**src/rtl/pipe_ctrl_if.sv**
```systemverilog
// Hazard/pipeline-control bundle between the hazard unit side (master)
// and pipe_ctrl (slave). Perf counter signals exist only when
// PIPE_CTRL_PERF_EN is defined.
interface pipe_ctrl_if #(
    parameter int CNT_W = 32
);
    logic             stall_req;
    logic             redirect;
    logic             dmem_busy;
    logic             pc_en;
    logic             pc_sel_redirect;
    logic             ifid_en;
    logic             ifid_flush;
    logic             idex_en;
    logic             idex_bubble;
    logic             exmem_en;
    logic             memwb_en;
    logic [1:0]       state;
    logic             wdog_err;
`ifdef PIPE_CTRL_PERF_EN
    logic [CNT_W-1:0] perf_stall;
    logic [CNT_W-1:0] perf_flush;
    logic [CNT_W-1:0] perf_memwait;

    modport master (
        output stall_req, redirect, dmem_busy,
        input  pc_en, pc_sel_redirect, ifid_en, ifid_flush, idex_en,
               idex_bubble, exmem_en, memwb_en, state, wdog_err,
               perf_stall, perf_flush, perf_memwait
    );
    modport slave (
        input  stall_req, redirect, dmem_busy,
        output pc_en, pc_sel_redirect, ifid_en, ifid_flush, idex_en,
               idex_bubble, exmem_en, memwb_en, state, wdog_err,
               perf_stall, perf_flush, perf_memwait
    );
`else
    modport master (
        output stall_req, redirect, dmem_busy,
        input  pc_en, pc_sel_redirect, ifid_en, ifid_flush, idex_en,
               idex_bubble, exmem_en, memwb_en, state, wdog_err
    );
    modport slave (
        input  stall_req, redirect, dmem_busy,
        output pc_en, pc_sel_redirect, ifid_en, ifid_flush, idex_en,
               idex_bubble, exmem_en, memwb_en, state, wdog_err
    );
`endif
endinterface

```
**src/rtl/pipe_ctrl.sv**
```systemverilog
// pipe_ctrl: 5-stage pipeline freeze/flush/bubble controller.
// Priority per cycle: dmem_busy > stall_req > pending flush > redirect.
// The o-state reported on bus.state is the mode the pipeline is in this
// cycle (combinational, zero latency); r_state holds the mode carried
// into the next cycle. Optional perf counters: define PIPE_CTRL_PERF_EN.
module pipe_ctrl #(
    parameter int FLUSH_CYCLES = 1,   // 1..7
    parameter int MAX_STALL    = 15,  // 1..255
    parameter int CNT_W        = 32
) (
    input  logic      clk,
    input  logic      rst,
    pipe_ctrl_if.slave bus
);
    typedef enum logic [1:0] {RUN = 2'b00, STALL = 2'b01, FLUSH = 2'b10, MEMWAIT = 2'b11} state_t;

    state_t     r_state;
    state_t     w_next;
    state_t     w_eff;
    logic [2:0] r_rem;
    logic [2:0] w_rem_nxt;
    logic [7:0] r_stall_cnt;
    logic       r_wdog;
    logic       w_busy, w_stall, w_redir, w_flush_pend;

    // While rst is held the pipeline runs freely, regardless of inputs.
    assign w_busy       = bus.dmem_busy & ~rst;
    assign w_stall      = bus.stall_req & ~rst;
    assign w_redir      = bus.redirect  & ~rst;
    // A flush interrupted by a stall or a memory wait keeps its count.
    assign w_flush_pend = (r_state != RUN) && (r_rem != 3'd0);

    // State register and remaining-flush count
    always_ff @(posedge clk or posedge rst) begin
        if (rst) begin
            r_state <= RUN;
            r_rem   <= 3'd0;
        end else begin
            r_state <= w_next;
            r_rem   <= w_rem_nxt;
        end
    end

    // Next-state / effective-mode decode for this cycle
    always_comb begin
        w_eff     = RUN;
        w_next    = RUN;
        w_rem_nxt = r_rem;
        if (w_busy) begin
            w_eff  = MEMWAIT;
            w_next = MEMWAIT;
        end else if (w_stall) begin
            w_eff  = STALL;
            w_next = STALL;
        end else if (w_flush_pend) begin
            w_eff     = FLUSH;
            w_rem_nxt = r_rem - 3'd1;
            w_next    = (r_rem == 3'd1) ? RUN : FLUSH;
        end else if (w_redir) begin
            w_rem_nxt = 3'(FLUSH_CYCLES - 1);
            w_next    = (FLUSH_CYCLES > 1) ? FLUSH : RUN;
        end
    end

    // Output decode from the effective mode and redirect
    always_comb begin
        bus.pc_en           = 1'b1;
        bus.pc_sel_redirect = 1'b0;
        bus.ifid_en         = 1'b1;
        bus.ifid_flush      = 1'b0;
        bus.idex_en         = 1'b1;
        bus.idex_bubble     = 1'b0;
        bus.exmem_en        = 1'b1;
        bus.memwb_en        = 1'b1;
        bus.state           = w_eff;
        case (w_eff)
            MEMWAIT: begin
                bus.pc_en    = 1'b0;
                bus.ifid_en  = 1'b0;
                bus.idex_en  = 1'b0;
                bus.exmem_en = 1'b0;
                bus.memwb_en = 1'b0;
            end
            STALL: begin
                bus.pc_en       = 1'b0;
                bus.ifid_en     = 1'b0;
                bus.idex_bubble = 1'b1;
            end
            FLUSH: bus.ifid_flush = 1'b1;
            default: begin
                if (w_redir) begin
                    bus.pc_sel_redirect = 1'b1;
                    bus.ifid_flush      = 1'b1;
                end
            end
        endcase
    end

    // Consecutive-stall watchdog; memory waits neither count nor clear it
    always_ff @(posedge clk or posedge rst) begin
        if (rst) begin
            r_stall_cnt <= 8'd0;
            r_wdog      <= 1'b0;
        end else if (!w_busy) begin
            if (w_stall) begin
                if (r_stall_cnt != 8'hff)
                    r_stall_cnt <= r_stall_cnt + 8'd1;
                if (({1'b0, r_stall_cnt} + 9'd1) >= 9'(MAX_STALL))
                    r_wdog <= 1'b1;
            end else begin
                r_stall_cnt <= 8'd0;
            end
        end
    end

    assign bus.wdog_err = r_wdog;

`ifdef PIPE_CTRL_PERF_EN
    logic [CNT_W-1:0] r_perf_stall, r_perf_flush, r_perf_memwait;

    // Saturating event counters
    always_ff @(posedge clk or posedge rst) begin
        if (rst) begin
            r_perf_stall   <= '0;
            r_perf_flush   <= '0;
            r_perf_memwait <= '0;
        end else begin
            if (w_eff == STALL && r_perf_stall != '1)
                r_perf_stall <= r_perf_stall + 1'b1;
            if (bus.ifid_flush && r_perf_flush != '1)
                r_perf_flush <= r_perf_flush + 1'b1;
            if (w_busy && r_perf_memwait != '1)
                r_perf_memwait <= r_perf_memwait + 1'b1;
        end
    end

    assign bus.perf_stall   = r_perf_stall;
    assign bus.perf_flush   = r_perf_flush;
    assign bus.perf_memwait = r_perf_memwait;
`endif
endmodule
```
**src/flat_wrapper.sv**
```systemverilog
// flat-port wrapper written by rule: the top's interface ports become plain ports
module pipe_ctrl_flat 
#(
    parameter int FLUSH_CYCLES = 1,          
    parameter int MAX_STALL    = 15,           
    parameter int CNT_W        = 32
)
  (clk, rst, bus_stall_req, bus_redirect, bus_dmem_busy, bus_pc_en, bus_pc_sel_redirect, bus_ifid_en, bus_ifid_flush, bus_idex_en, bus_idex_bubble, bus_exmem_en, bus_memwb_en, bus_state, bus_wdog_err);
  pipe_ctrl_if #(.CNT_W(CNT_W)) bus_i ();
  input  logic clk;
  input  logic rst;
  input wire logic [$bits(bus_i.stall_req)-1:0] bus_stall_req;
  input wire logic [$bits(bus_i.redirect)-1:0] bus_redirect;
  input wire logic [$bits(bus_i.dmem_busy)-1:0] bus_dmem_busy;
  output wire logic [$bits(bus_i.pc_en)-1:0] bus_pc_en;
  output wire logic [$bits(bus_i.pc_sel_redirect)-1:0] bus_pc_sel_redirect;
  output wire logic [$bits(bus_i.ifid_en)-1:0] bus_ifid_en;
  output wire logic [$bits(bus_i.ifid_flush)-1:0] bus_ifid_flush;
  output wire logic [$bits(bus_i.idex_en)-1:0] bus_idex_en;
  output wire logic [$bits(bus_i.idex_bubble)-1:0] bus_idex_bubble;
  output wire logic [$bits(bus_i.exmem_en)-1:0] bus_exmem_en;
  output wire logic [$bits(bus_i.memwb_en)-1:0] bus_memwb_en;
  output wire logic [$bits(bus_i.state)-1:0] bus_state;
  output wire logic [$bits(bus_i.wdog_err)-1:0] bus_wdog_err;
  assign bus_i.stall_req = bus_stall_req;
  assign bus_i.redirect = bus_redirect;
  assign bus_i.dmem_busy = bus_dmem_busy;
  assign bus_pc_en = bus_i.pc_en;
  assign bus_pc_sel_redirect = bus_i.pc_sel_redirect;
  assign bus_ifid_en = bus_i.ifid_en;
  assign bus_ifid_flush = bus_i.ifid_flush;
  assign bus_idex_en = bus_i.idex_en;
  assign bus_idex_bubble = bus_i.idex_bubble;
  assign bus_exmem_en = bus_i.exmem_en;
  assign bus_memwb_en = bus_i.memwb_en;
  assign bus_state = bus_i.state;
  assign bus_wdog_err = bus_i.wdog_err;
  pipe_ctrl #(.FLUSH_CYCLES(FLUSH_CYCLES), .MAX_STALL(MAX_STALL), .CNT_W(CNT_W)) u_core (.clk(clk), .rst(rst), .bus(bus_i));
endmodule
```
**config.mk**
```make
export PLATFORM = sky130hd
export DESIGN_NAME = pipe_ctrl_flat
export DESIGN_NICKNAME = d
export VERILOG_FILES = /design/src/rtl/pipe_ctrl_if.sv /design/src/rtl/pipe_ctrl.sv /design/src/flat_wrapper.sv
export SDC_FILE = /design/constraint.sdc
export NUM_CORES = 1
export LEC_CHECK = 0
export CAP_MARGIN = 40
export CORE_ASPECT_RATIO = 1.5
export CORE_MARGIN = 10
export CORE_UTILIZATION = 45
export CTS_CLUSTER_DIAMETER = 200
export DETAILED_ROUTE_END_ITERATION = 8
export PLACE_DENSITY = 0.82
export SLEW_MARGIN = 20
export SYNTH_ARGS = -nofsm -noshare
export SYNTH_HDL_FRONTEND = slang
export SYNTH_SLANG_ARGS = --single-unit
```
**constraint.sdc**
```tcl
create_clock -name clk -period 2.6 [get_ports clk]
set_input_delay 0.78 -clock clk [delete_from_list [all_inputs] [get_ports clk]]
set_output_delay 0.78 -clock clk [all_outputs]
set_load 0.005 [all_outputs]
```
Word-level counts from Yosys, hierarchy flattened --
Index checks and enable logic that the tools add are counted.
Cells by class: equal/unequal tests 6, reductions and logical operators 9, bitwise gates (word level) 6, multiplexer cells 17, add/sub/neg operators 3, order comparisons 1
Operators with widths (number):
- 2-to-1 mux 8 bit | 2
- 2-to-1 mux 2 bit | 7
- adder 8 x 1 -> 9 bit, second input constant | 1
- >= comparator 9 x 4 -> 1 bit, second input constant | 1
- adder 8 x 1 -> 8 bit, second input constant | 1
- inequality test 8 bit, second input constant | 1
- 2-to-1 mux 3 bit | 2
- AND reduction 3 bit | 2
- 2-to-1 mux 1 bit | 5
- equality test 2 bit, second input constant | 2
- nonzero test 2 bit | 2
- AND 1 bit | 3
- equality test 3 x 1 -> 1 bit, second input constant | 1
- inverter 1 bit | 3
- nonzero test 3 bit | 1
- OR reduction 3 bit | 1
- subtractor 3 x 1 -> 3 bit, second input constant | 1
- equality test 2 x 1 -> 1 bit, second input constant | 1
- inequality test 2 bit, second input constant | 1
- one-hot mux 1 bit (2 select lines) | 1
- AND reduction 2 bit | 1
- OR reduction 2 bit | 1
- logical AND 1 bit | 1
Storage, ports and cells: input port bits 5, register bits 14, logic and storage cells 46

Depth between registers and ports, before layout --
word-level depth 8, mapped depth 6, depth with buffers taken out 6

Worst setup path after synthesis --
No wires, ideal clock.
path kind input-to-output, from in rst, to out bus_state[0], arrival time 1720 ps, path slack 100 ps, required time 1820 ps, stages 5, cells stage by stage inv_1 o21ai_1 inv_2 buf_2 buf_4
On the way: cells in the longest elaborated chain, start to end 4, elaborated cells on any way between the ends 5, classes of those cells 2 x mux; 3 x bitwise
Ends and longest elaborated chain:
- from (decl) | RTL line flat_wrapper.sv:11 | input logic rst;
- inverter 1 bit (*) | RTL line pipe_ctrl.sv:27, pipe_ctrl.sv:28
- AND 1 bit | RTL line pipe_ctrl.sv:28 | assign w_stall = bus.stall_req & ~rst;
- 2-to-1 mux 2 bit | RTL line pipe_ctrl.sv:52 | end else if (w_stall) begin
- 2-to-1 mux 2 bit (*) | RTL line pipe_ctrl.sv:49 | if (w_busy) begin
- to (decl) | RTL line flat_wrapper.sv:23 | output wire logic [$bits(bus_i.state)-1:0] bus_state;
Every way passes the cells marked *; elsewhere a longest branch is shown, timed or not.

Final worst setup path --
from in bus_dmem_busy, to out bus_idex_bubble
On the way: cells in the longest elaborated chain, start to end 4
Ends and longest elaborated chain:
- from (decl) | RTL line flat_wrapper.sv:14 | input wire logic [$bits(bus_i.dmem_busy)-1:0] bus_dmem_busy;
- AND 1 bit | RTL line pipe_ctrl.sv:27 | assign w_busy = bus.dmem_busy & ~rst;
- 2-to-1 mux 2 bit | RTL line pipe_ctrl.sv:49
- equality test 2 x 1 -> 1 bit | RTL line pipe_ctrl.sv:76 | case (w_eff)
- 2-to-1 mux 1 bit | RTL line pipe_ctrl.sv:76
- to (decl) | RTL line flat_wrapper.sv:20 | output wire logic [$bits(bus_i.idex_bubble)-1:0] bus_idex_bubble;
Every way passes these cells.

==> flow_summary_export.csv <==
group,metric,value,unit
run_status,status,"finished clean",
die,die_x,57.1,µm
final_layout,nFillCells,166,
final_layout,final_area,1190,µm²
critical_path,cp_slowest_stage_delay,0.44,ns
global_route,grt-ovfl-total,0,
route,ant_nets,0,
synth,synth_seq_cells,14,
place,port_buffers,15,
route,drtIter0Drc,29,
die,die_area,4320,µm²
global_route,use_met3,2.83,%
final_layout,syn2layout_area_growth,27.8,%
global_route,grtUsageMet1,10.7,%
timing,clock_skew,0.00452,ns
final_layout,drive_above_1_share,23.1,%
timing,fmax,390,MHz
critical_path,critPathKind,"in2out",
synth,syn_nets,116,
global_route,use_met2,17.3,%
cts,clk_latency,0.29,ns
route,wl,2.21,mm
timing,drv_slew,0,
critical_path,cp_common_cell,"dlygate4sd2_1",
synth,yosys.area.top_type,"dfrtp_1",
timing,period_share,98.5,%
die,die_h,75.6,µm
critical_path,worstPathRequired,1.82,ns
die,io_pins,16,
critical_path,cp-start-kind,"primary input",
timing,setup_viol,0,
route,vias,867,
place,dpl_cell_area,1140,µm²
route,drc_errors,0,
cts,cts.sink_count,14,
cts,root_buffer,"clkbuf_4",
final_layout,multiInputGateArea,517,µm²
global_route,busiest_layer,"met2",
synth,ys.flop_type,"dfrtp_1",
timing,hold_violations,0,
final_layout,seqCellArea,350,µm²
timing,worst_pin_slew,0.282,ns
timing,rsz0062_at_grt,"no",
die,core,2000,µm²
power,p_per_area,564,nW/µm²
critical_path,crit_arrival,1.78,ns
critical_path,endpoint_kind,"output pin",
die,rows,20,
route,dr.pass1.iters,4,
cts,htreeDepth,1,
synth,synth.distinct_cells,37,
global_route,antenna_found_initial,0,
global_route,grt_max_degree,15,
cts,cts_buffers,3,
place,dp_hpwl,1.70,mm
place,gp_congestion,0.824,
synth,synth_top_area_share,37.7,%
synth,yosysSeqAreaShare,37.7,%
synth,netlist_area,928,µm²
global_route,grt_util_all_layers,10.6,%
global_route,grt_pass1_vias,838,
synth,synth_area_leaders,"dfrtp_1 (38%), ha_1 (6.7%), nand3_1 (5.4%)",
final_layout,n_antenna_cell,0,
critical_path,crit_path_top_delay_cell,"or3b_4",
global_route,grt_pass1_wl,3.68,mm
critical_path,path_max_fanout,3,
route,via_per_inst,5.70,
synth,synth_cells,106,
cts,clockBufferDepth,2,
synth,yosysMostFrequentCell,"dfrtp_1",
final_layout,instances_no_fill,152,
synth,ys_warn_count,0,
route,wl_per_cell,14.5,µm
timing,fin_crit,2.56,ns
synth,synth_common_cells,"dfrtp_1 (14), nand3_1 (10), nand2_1 (9), o21ai_0 (7), inv_1 (6)",
timing,relSlewSlack,81.0,%
place,placedCellCount,147,
cts,cts_tree,"yes",
run,cap_violations,0,
power,p_leak,0.543,nW
power,design_power_total,0.669,mW
power,vdd.ir_drop.worst,0.443,mV
min_path,worst_hold_path_type,"reg2reg",
final_layout,nets,141,
die,start_util,46.4,%
critical_path,path_cells,"dlygate4sd2_1 -> or3b_4 -> clkinv_4 -> dlygate4sd2_1",
synth,synth_edf_count,0,
synth,ys_async_sr_fraction,100,%
cts,clk_pin_slew,0.08,ns
synth,avgSynthCellArea,8.76,µm²
## per-stage QoR
stage	hold slack (ns)	util [%]	TNS (ns)	worst slack, ns
after global placement	0.533	57.1	-3.37	-0.436
after CTS	0.580	58.6	-0.0399	-0.0303
final	0.576	59.3	0	0.0381
after global routing	0.601	59.3	0	0.00734
after detailed placement	0.561	57.1	-3.59	-0.459
after floorplan	0.503	-	0	0.100
## registers in the layout, summed over array words and instances, names as in the netlist
name                 cells
u_core.r_rem             3
u_core.r_state           2
u_core.r_stall_cnt       8
u_core.bus.wdog_err      1
## metal layers
layer / vias up / part of all wire [%]
met4: 0 / 3.9
met2: 35 / 50
met3: 9 / 6.7
li1: 428 / -
met5: - / 0
met1: 395 / 40
## where the power goes
group          internal, mW  switching, mW
registers             0.250         0.0196
clock network        0.0854         0.0739
logic                 0.118          0.123
## final timing paths
path                                  startpoint               endpoint  slack (ns)  cells after the start
max in group asynchronous                    rst      u_core.r_state[0]        1.72                      3
max reg2reg                u_core.r_stall_cnt[0]  u_core.r_stall_cnt[5]        0.94                      5
min reg2reg                      u_core.r_rem[2]        u_core.r_rem[2]        0.58                      2
min                              u_core.r_rem[2]        u_core.r_rem[2]        0.58                      2
min in group asynchronous                    rst  u_core.r_stall_cnt[7]        0.70                      3
max                                bus_dmem_busy        bus_idex_bubble        0.04                      4
## kinds of logic (layout without fill, tap and decap cells)
kind of cell / count (synthesis) / after routing / synth area share, %
AOI/OAI and AO/OA: 25 / 25 / 17.0
xor gates and xnor gates: 1 / 1 / 0.944
adders and majority gates: 5 / 5 / 6.74
buffers and inverters: 15 / 39 / 8.62
DFF: 14 / 14 / 37.7
muxes: 1 / 1 / 1.21
and+or+nand+nor: 45 / 45 / 27.8
## cell type report
class,instances,area share [%]
multi-input combinational,77,43.6
timing repair buffer,27,18.6
inverter,8,2.95
sequential,14,29.5
clock buffer,4,3.06
tap,22,2.32
## critical path, delay by kind of cell
family / cells / cell delay (ns)
and+or+nand+nor: 1 / 0.44
buffers and inverters: 3 / 0.56
## placed cells by master (no fill, tap or decap), types with 2 or more instances in the layout
cell type,n
a31oi_1,4
a21oi_1,2
nand2b_1,2
inv_1,6
dfrtp_1,14
nand2_1,9
nor2b_1,3
clkbuf_2,3
o31ai_1,2
and2b_1,2
buf_4,11
ha_1,5
o21ai_1,3
clkbuf_4,3
o21ai_0,6
and4_1,2
nand3_1,10
or3_1,3
clkdlybuf4s50_1,5
dlygate4sd2_1,7
nor2_1,3
## timing repair
item	4_1_cts	5_1_grt
hold buffers	0	0
gates resized for setup	12	11
setup endpoints to repair	10	7
pin swaps	1	1
setup buffers	0	1
Note: power is estimated with default switching activity, not from simulation.
